<file path="src/rtl/button_event_classifier.sv">
`default_nettype none
// ============================================================================
// Module   : button_event_classifier
// Purpose  : Turns a clean, clk-synchronous push-button level into one-cycle
//            event pulses: press, short press, long press and double press.
//            It also provides a held level and a wrapping 8-bit press counter.
//            All outputs are registered.
// Ports    : clk          - system clock (single domain)
//            rst          - synchronous active-high reset
//            btn_in       - debounced button level (polarity set by ACTIVE_LOW)
//            press_pulse  - one-cycle pulse on every press edge
//            short_pulse  - one-cycle pulse for a lone press released before long
//            long_pulse   - one-cycle pulse when a first press is held LONG_CLKS
//            double_pulse - one-cycle pulse on the second press of a double
//            held         - high while the classifier considers the button pressed
//            press_count  - count of press_pulse events, wraps 255 -> 0
// Revision : 1.0 - initial release
// ============================================================================
module button_event_classifier #(
    parameter logic        ACTIVE_LOW      = 1'b1,
    parameter int unsigned CNT_W           = 24,
    parameter int unsigned LONG_CLKS       = 16000000,
    parameter int unsigned DOUBLE_GAP_CLKS = 4000000
) (
    input  logic       clk,
    input  logic       rst,
    input  logic       btn_in,
    output logic       press_pulse,
    output logic       short_pulse,
    output logic       long_pulse,
    output logic       double_pulse,
    output logic       held,
    output logic [7:0] press_count
);

    // State encoding
    localparam logic [2:0] c_IDLE           = 3'd0;
    localparam logic [2:0] c_PRESSED        = 3'd1;
    localparam logic [2:0] c_LONG_HELD      = 3'd2;
    localparam logic [2:0] c_WAIT_SECOND    = 3'd3;
    localparam logic [2:0] c_SECOND_PRESSED = 3'd4;

    // Counter values on which the long / gap decisions are taken
    localparam logic [CNT_W-1:0] c_LONG_LAST = CNT_W'(LONG_CLKS - 1);
    localparam logic [CNT_W-1:0] c_GAP_LAST  = CNT_W'(DOUBLE_GAP_CLKS - 1);
    localparam logic [CNT_W-1:0] c_CNT_ZERO  = '0;
    localparam logic [CNT_W-1:0] c_CNT_ONE   = {{(CNT_W-1){1'b0}}, 1'b1};

    logic [2:0]       r_state;
    logic [CNT_W-1:0] r_cnt;
    logic             r_p_prev;
    logic             r_press_pulse;
    logic             r_short_pulse;
    logic             r_long_pulse;
    logic             r_double_pulse;
    logic             r_held;
    logic [7:0]       r_press_count;

    logic [2:0]       w_state_nxt;
    logic [CNT_W-1:0] w_cnt_nxt;
    logic [CNT_W-1:0] w_cnt_inc;
    logic             w_p;
    logic             w_press_edge;
    logic             w_release_edge;
    logic             w_press;
    logic             w_short;
    logic             w_long;
    logic             w_double;
    logic             w_held_nxt;

    // Normalised pressed level: 1 means the button is pressed.
    assign w_p            = btn_in ^ ACTIVE_LOW;
    assign w_press_edge   = w_p & ~r_p_prev;
    assign w_release_edge = ~w_p & r_p_prev;

    // Saturating increment so an out-of-range count can never wrap back
    // onto a decision value.
    assign w_cnt_inc = (r_cnt == '1) ? r_cnt : (r_cnt + c_CNT_ONE);

    always_comb begin
        w_state_nxt = r_state;
        w_cnt_nxt   = r_cnt;
        w_press     = 1'b0;
        w_short     = 1'b0;
        w_long      = 1'b0;
        w_double    = 1'b0;
        case (r_state)
            c_IDLE: begin
                if (w_press_edge) begin
                    w_state_nxt = c_PRESSED;
                    w_cnt_nxt   = c_CNT_ZERO;
                    w_press     = 1'b1;
                end
            end
            c_PRESSED: begin
                // A release on the threshold cycle takes priority over long.
                if (w_release_edge) begin
                    w_state_nxt = c_WAIT_SECOND;
                    w_cnt_nxt   = c_CNT_ZERO;
                end else begin
                    w_cnt_nxt = w_cnt_inc;
                    if ((r_cnt == c_LONG_LAST) && w_p) begin
                        w_state_nxt = c_LONG_HELD;
                        w_long      = 1'b1;
                    end
                end
            end
            c_LONG_HELD: begin
                if (w_release_edge) begin
                    w_state_nxt = c_IDLE;
                end
            end
            c_WAIT_SECOND: begin
                // A press on the expiry cycle takes priority over short.
                if (w_press_edge) begin
                    w_state_nxt = c_SECOND_PRESSED;
                    w_cnt_nxt   = c_CNT_ZERO;
                    w_press     = 1'b1;
                    w_double    = 1'b1;
                end else begin
                    w_cnt_nxt = w_cnt_inc;
                    if (r_cnt == c_GAP_LAST) begin
                        w_state_nxt = c_IDLE;
                        w_short     = 1'b1;
                    end
                end
            end
            c_SECOND_PRESSED: begin
                if (w_release_edge) begin
                    w_state_nxt = c_IDLE;
                end
            end
            default: begin
                w_state_nxt = c_IDLE;
                w_cnt_nxt   = c_CNT_ZERO;
            end
        endcase
    end

    assign w_held_nxt = (w_state_nxt == c_PRESSED)   ||
                        (w_state_nxt == c_LONG_HELD) ||
                        (w_state_nxt == c_SECOND_PRESSED);

    always_ff @(posedge clk) begin
        if (rst) begin
            r_state        <= c_IDLE;
            r_cnt          <= c_CNT_ZERO;
            r_p_prev       <= 1'b0;
            r_press_pulse  <= 1'b0;
            r_short_pulse  <= 1'b0;
            r_long_pulse   <= 1'b0;
            r_double_pulse <= 1'b0;
            r_held         <= 1'b0;
            r_press_count  <= 8'd0;
        end else begin
            r_state        <= w_state_nxt;
            r_cnt          <= w_cnt_nxt;
            r_p_prev       <= w_p;
            r_press_pulse  <= w_press;
            r_short_pulse  <= w_short;
            r_long_pulse   <= w_long;
            r_double_pulse <= w_double;
            r_held         <= w_held_nxt;
            if (w_press) begin
                r_press_count <= r_press_count + 8'd1;
            end
        end
    end

    assign press_pulse  = r_press_pulse;
    assign short_pulse  = r_short_pulse;
    assign long_pulse   = r_long_pulse;
    assign double_pulse = r_double_pulse;
    assign held         = r_held;
    assign press_count  = r_press_count;

endmodule
`default_nettype wire

</file>
<file path="config.mk">
export PLATFORM = sky130hd
export DESIGN_NAME = button_event_classifier
export DESIGN_NICKNAME = d
export VERILOG_FILES = /design/src/rtl/button_event_classifier.sv
export SDC_FILE = /design/constraint.sdc
export NUM_CORES = 1
export LEC_CHECK = 0
export CELL_PAD_IN_SITES_DETAIL_PLACEMENT = 0
export CELL_PAD_IN_SITES_GLOBAL_PLACEMENT = 1
export CORE_ASPECT_RATIO = 2
export CORE_MARGIN = 2
export CORE_UTILIZATION = 45
export CTS_BUF_LIST = sky130_fd_sc_hd__clkbuf_4
export DETAILED_ROUTE_END_ITERATION = 10
export GPL_TIMING_DRIVEN = 1
export PLACE_DENSITY = 0.85
export SYNTH_ARGS = -nofsm -noshare
export SYNTH_HDL_FRONTEND = slang
export SYNTH_SLANG_ARGS = --single-unit
</file>
<file path="constraint.sdc">
create_clock -name clk -period 2.6 [get_ports clk]
set_clock_uncertainty 0.2 [all_clocks]
set_input_delay 0.26 -clock clk [delete_from_list [all_inputs] [get_ports clk]]
set_output_delay 0.26 -clock clk [all_outputs]
set_load 0.03 [all_outputs]
</file>
# --- Yosys cells after proc, flatten, opt, wreduce, memory -nomap -nowiden ---
# Cells that the tools add are included.
word_totals:
  output_inout_bits: 13
  ff_bits: 41
  inputBits: 3
classes:
  n_bitwise: 7
  eq_ne: 11
  n_addsub: 2
  mux: 16
  reduce_logical: 10
ops:
  columns: ["op", "n"]
  rows:
  - ["2-to-1 mux 24 bit", 4]
  - ["case mux 24 bit (4 select lines)", 1]
  - ["equality test 24 bit (second input constant)", 2]
  - ["adder 24 x 1 -> 24 bit (second input constant)", 1]
  - ["equality test 24 x 22 -> 1 bit (second input constant)", 1]
  - ["2-to-1 mux 3 bit", 6]
  - ["case mux 3 bit (4 select lines)", 1]
  - ["equality test 3 x 2 -> 1 bit (second input constant)", 3]
  - ["adder 8 x 1 -> 8 bit (second input constant)", 1]
  - ["equality test 3 x 1 -> 1 bit (second input constant)", 2]
  - ["equality test 3 bit (second input constant)", 2]
  - ["OR reduction 2 bit", 3]
  - ["OR reduction 3 bit", 2]
  - ["NOT 1 bit", 5]
  - ["2-to-1 mux 1 bit", 4]
  - ["zero test 3 bit", 1]
  - ["bitwise AND 1 bit", 2]
  - ["logical OR 1 bit", 2]
  - ["!= test 2 bit (second input constant)", 1]
  - ["AND reduction 2 bit", 1]
  - ["logical AND 1 bit", 1]

# --- Longest topological paths before layout ---
depth:
  depth_word: 8
  depth_mapped: 7
  mapped_depth_nobuf: 6

# --- Worst setup path before layout ---
# No wires, ideal clock.
synth_path:
  path_kind: "register to register"
  startpoint: "reg r_state[1]"
  endpoint: "reg r_cnt[21]"
  synth_period_minus_slack_ns: 2.322
  stages_incl_launch_ff: 8
  n_path_buf: 2
  setup_time_ns: 0.070
  path_slack_ns: 0.278
  required_time_ns: 2.330
  arrival_ns: 2.051
  cell_sequence: "dfxtp_1 -> buf_6 -> or4_4 -> and2_4 -> buf_6 -> a2111o_1 -> or3_1 -> a21oi_1"
synth_between:
  elab_chain_len: 4
  word_cells_on_any_way: 10
synth_rtl:
  columns: ["element", "line_no", "rtl"]
  rows:
  - ["from (decl)", "49", "logic [2:0] r_state;"]
  - ["from (signal assigned)", "146", "r_state <= c_IDLE;"]
  - ["from (signal assigned)", "156", "r_state <= w_state_nxt;"]
  - ["branches (longest 4 deep; another with case mux 24 bit (4 select lines))", null, null]
  - ["to (signal assigned)", "147", "r_cnt <= c_CNT_ZERO;"]
  - ["to (signal assigned)", "157", "r_cnt <= w_cnt_nxt;"]
  - ["to (decl)", "50", "logic [CNT_W-1:0] r_cnt;"]
# Several ways; the timed one is not identified.
# A chain may end at the register's enable or synchronous reset.

# --- Worst setup path after layout ---
layout_path:
  startpoint: "reg r_p_prev"
  endpoint: "reg r_cnt[5]"
layout_between:
  elab_chain_len: 4
  word_cells_on_any_way: 8
layout_rtl:
  columns: ["element", "line_no", "rtl"]
  rows:
  - ["from (decl)", "51", "logic r_p_prev;"]
  - ["from (signal assigned)", "158", "r_p_prev <= w_p;"]
  - ["NOT 1 bit", "73", "assign w_press_edge = w_p & ~r_p_prev;"]
  - ["bitwise AND 1 bit", "73", null]
  - ["2-to-1 mux 24 bit or != test 2 bit (tied branches)", null, null]
  - ["case mux 24 bit (4 select lines) or AND reduction 2 bit (tied branches)", null, null]
# Parallel ways exist; a longest one is shown, timed or not.

==> impl_results.md <==
- Status: finished clean
- Setup TNS: 0 ns
- Crit end category: flip-flop
- Synth warn: 0
- Avg WL per Cell: 15.7 um
- Worst Path Arrival: 2.33 ns
- Placed cell areas: 2420 um2
- Root Buffer: clkbuf_4
- Worst-Skew Late Latency: between 0.3 and 0.4 ns
- Via-to-Cell Ratio: 5.78
- Leakage Power: 0.827 nW
- # clock sinks: a little over 40
- Final period utilization: 0.878
- Fin. max-slew vios: 0
- # diodes: 0
- I/O pin cnt: 16
- Worst slew pin tran: ~0.53 ns
- WL final: 5430 um
- Setup CP Type: flip-flop to flip-flop
- Mapped Area: 2110 um2
- DP HPWL: 4110 um
- Slew HR: 0.638
- WP data required: between 2 and 3 ns
- Number of setup buffers added after CTS: 0
- DRC: 0
- Setup-failing EPs final: 0
- Post-route cell area: 2500 um2
- Clk pin slew, worst setup/hold paths: 0.12 ns
- Remaining global-route overflow: 0
- Final Util: 0.549
- Total die area: 5280 um2
- Crit path time final: 2.28 ns
- Via count: 2001
- Pin count of the biggest net entering global routing: 17
- Max Clock Freq: 438 MHz
- Die width: approximately 52 um
- First-pass GRT wire length: 9140 um
- Share of layout cells above drive strength 1: 0.124
- Port Buf Inserts: 15
- # resized after CTS: 0
- Core Footprint: 4550 um2
- Number of antenna violations at the first check in global routing: 0
- Synthesized flop and latch total: 41
- Pre-antenna DRT Iters: 4
- # nets final: between 200 and 300
- Number of max-cap violations: 0
- # rows: 35
- Largest area contributor in the netlist: dfxtp_1
- H-tree depth: 2
- Syn Inst Count: 260
- Die span in y: 101 um
- CTS hold repair buffers: 0
- CTS tree: yes
- CTS Buf Count: 5
- Starting DRT DRC Count: 54
- Worst Hold Launch: r_cnt[23]
- Max FO, Critical Path: 9
- Max IR drop VDD: between 0.3 and 0.4 mV
- Post-synthesis sequential area ratio: 0.390
- Synthesized area per cell: between 8 and 9 um2
- R2R Path Start: r_p_prev
- Gr usage total: 0.229
- Ranking of synthesized cells by area: dfxtp_1, nor2_1, a21oi_1
- Vias in the first global route: 1908
- Async SR Flop Fraction: 0
- Unrepaired setup endpoints after global routing: false
- Layout area overhead: 18.6%
- EDFF count, synth: 0
- Syn Nets: 265
- GP Congestion: 0.908
- Post-synth cell types: 38
- Critical path startpoint: r_p_prev
- CP startpoint kind: flip-flop
- Synth top area share: 0.390
- Ys flop type: dfxtp_1
- Initial core utilization: 0.463
- PwrDens: approximately 480 nW/um2
- Maximum buffer depth of the clock tree: 2
- Post-route ant nets: 0
- Hold Crit Class: flip-flop to flip-flop
- Fin. Hold Viols: 0
[through the flow]
stage	setup slack, ns	hold WS (ns)	cells	power (mW)
6_report	0.318	0.309	346	1.19
5_1_grt	0.205	0.348	346	1.24
4_1_cts	0.303	0.314	346	1.21
3_5_place_dp	-0.0286	0.294	338	0.792
3_3_place_gp	0.00923	0.283	338	0.790
2_1_floorplan	0.278	0.129	260	0.747
[final timing paths]
check | cells past startpoint | endpoint | slack, ns
max reg2reg | 7 | r_cnt[5] | 0.32
max | 7 | r_cnt[5] | 0.32
min reg2reg | 2 | r_cnt[23] | 0.31
min | 2 | r_cnt[23] | 0.31
[worst max-delay path: stages (launching register included)]
cell	delay, ns
dfxtp_1	0.34
or4_4	0.54
and2_4	0.16
buf_4	0.16
a2111oi_0	0.43
buf_4	0.20
xnor2_1	0.11
nor2_1	0.05
[registers in the layout, indices dropped and copies added, names as in the netlist]
signal and cells:
r_cnt 24, press_count 8, r_state 3, double_pulse 1, held 1, long_pulse 1
press_pulse 1, r_p_prev 1, short_pulse 1
[layer usage]
layer / track usage / routed length [um] / up-vias / share of wire
li1: - / - / 1007 / -
met1: 0.248 / 2080 / 942 / 0.38
met2: 0.420 / 3050 / 41 / 0.56
met3: 0.0312 / 128 / 11 / 0.024
met4: 0.0986 / 165 / 0 / 0.030
met5: 0 / 0 / - / 0
[cell usage after synthesis (2+ instances only)]
library cell,instances
or3_1,12
mux2i_1,5
o21ai_0,11
buf_6,2
and4_1,2
a211o_2,2
nor3_1,7
xnor2_1,9
a31oi_1,3
ha_1,2
xor2_1,10
nand3_1,17
nor2_1,36
a2111oi_0,4
inv_1,5
a21o_1,2
clkbuf_1,11
a21oi_1,22
nor4_1,6
nand2_1,20
a2111o_1,2
a211oi_1,4
nand4_1,11
dfxtp_1,41
[cells by family (layout without fill, tap and decap cells)]
kind of cell               after synthesis  count (layout)  share of synthesized area
adders and majority gates                2               2                     0.0119
DFF                                     41              41                      0.390
xor gates and xnor gates                19              19                     0.0790
AOI/OAI and AO/OA                       52              52                      0.154
muxes                                    5               5                     0.0238
buffers and inverters                   18              49                     0.0392
and+or+nand+nor                        123             123                      0.303
[power by group]
group          leakage, nW  internal (mW)  switching, mW  total, mW
clock               0.0389          0.199          0.215      0.414
sequential           0.332          0.640         0.0108      0.650
combinational        0.456         0.0533         0.0738      0.127
[area by class of cell]
cell class / count / area (um2)
inverters: 5 / 18.8
clock inverters: 3 / 41.3
flip-flops and latches: 41 / 821
fillers: 469 / 2060
clock buffers: 5 / 37.5
multi-input cells: 201 / 1200
well taps: 55 / 68.8
repair buffers: 36 / 308
[placed cells by master (no fill, tap or decap), types with 3 or more instances in the layout]
cell             instances
nand4_1                 11
nor4_1                   6
nand2_1                 20
clkbuf_4                 5
a2111oi_0                4
nor3_1                   7
or3_1                   12
a21oi_1                 22
mux2i_1                  5
dfxtp_1                 41
xor2_1                  10
a31oi_1                  3
o21ai_0                 11
nor2_1                  36
a211oi_1                 4
nand3_1                 17
xnor2_1                  9
clkdlybuf4s50_1         15
inv_1                    5
buf_4                   21
Note: power is estimated with default switching activity, not from simulation.
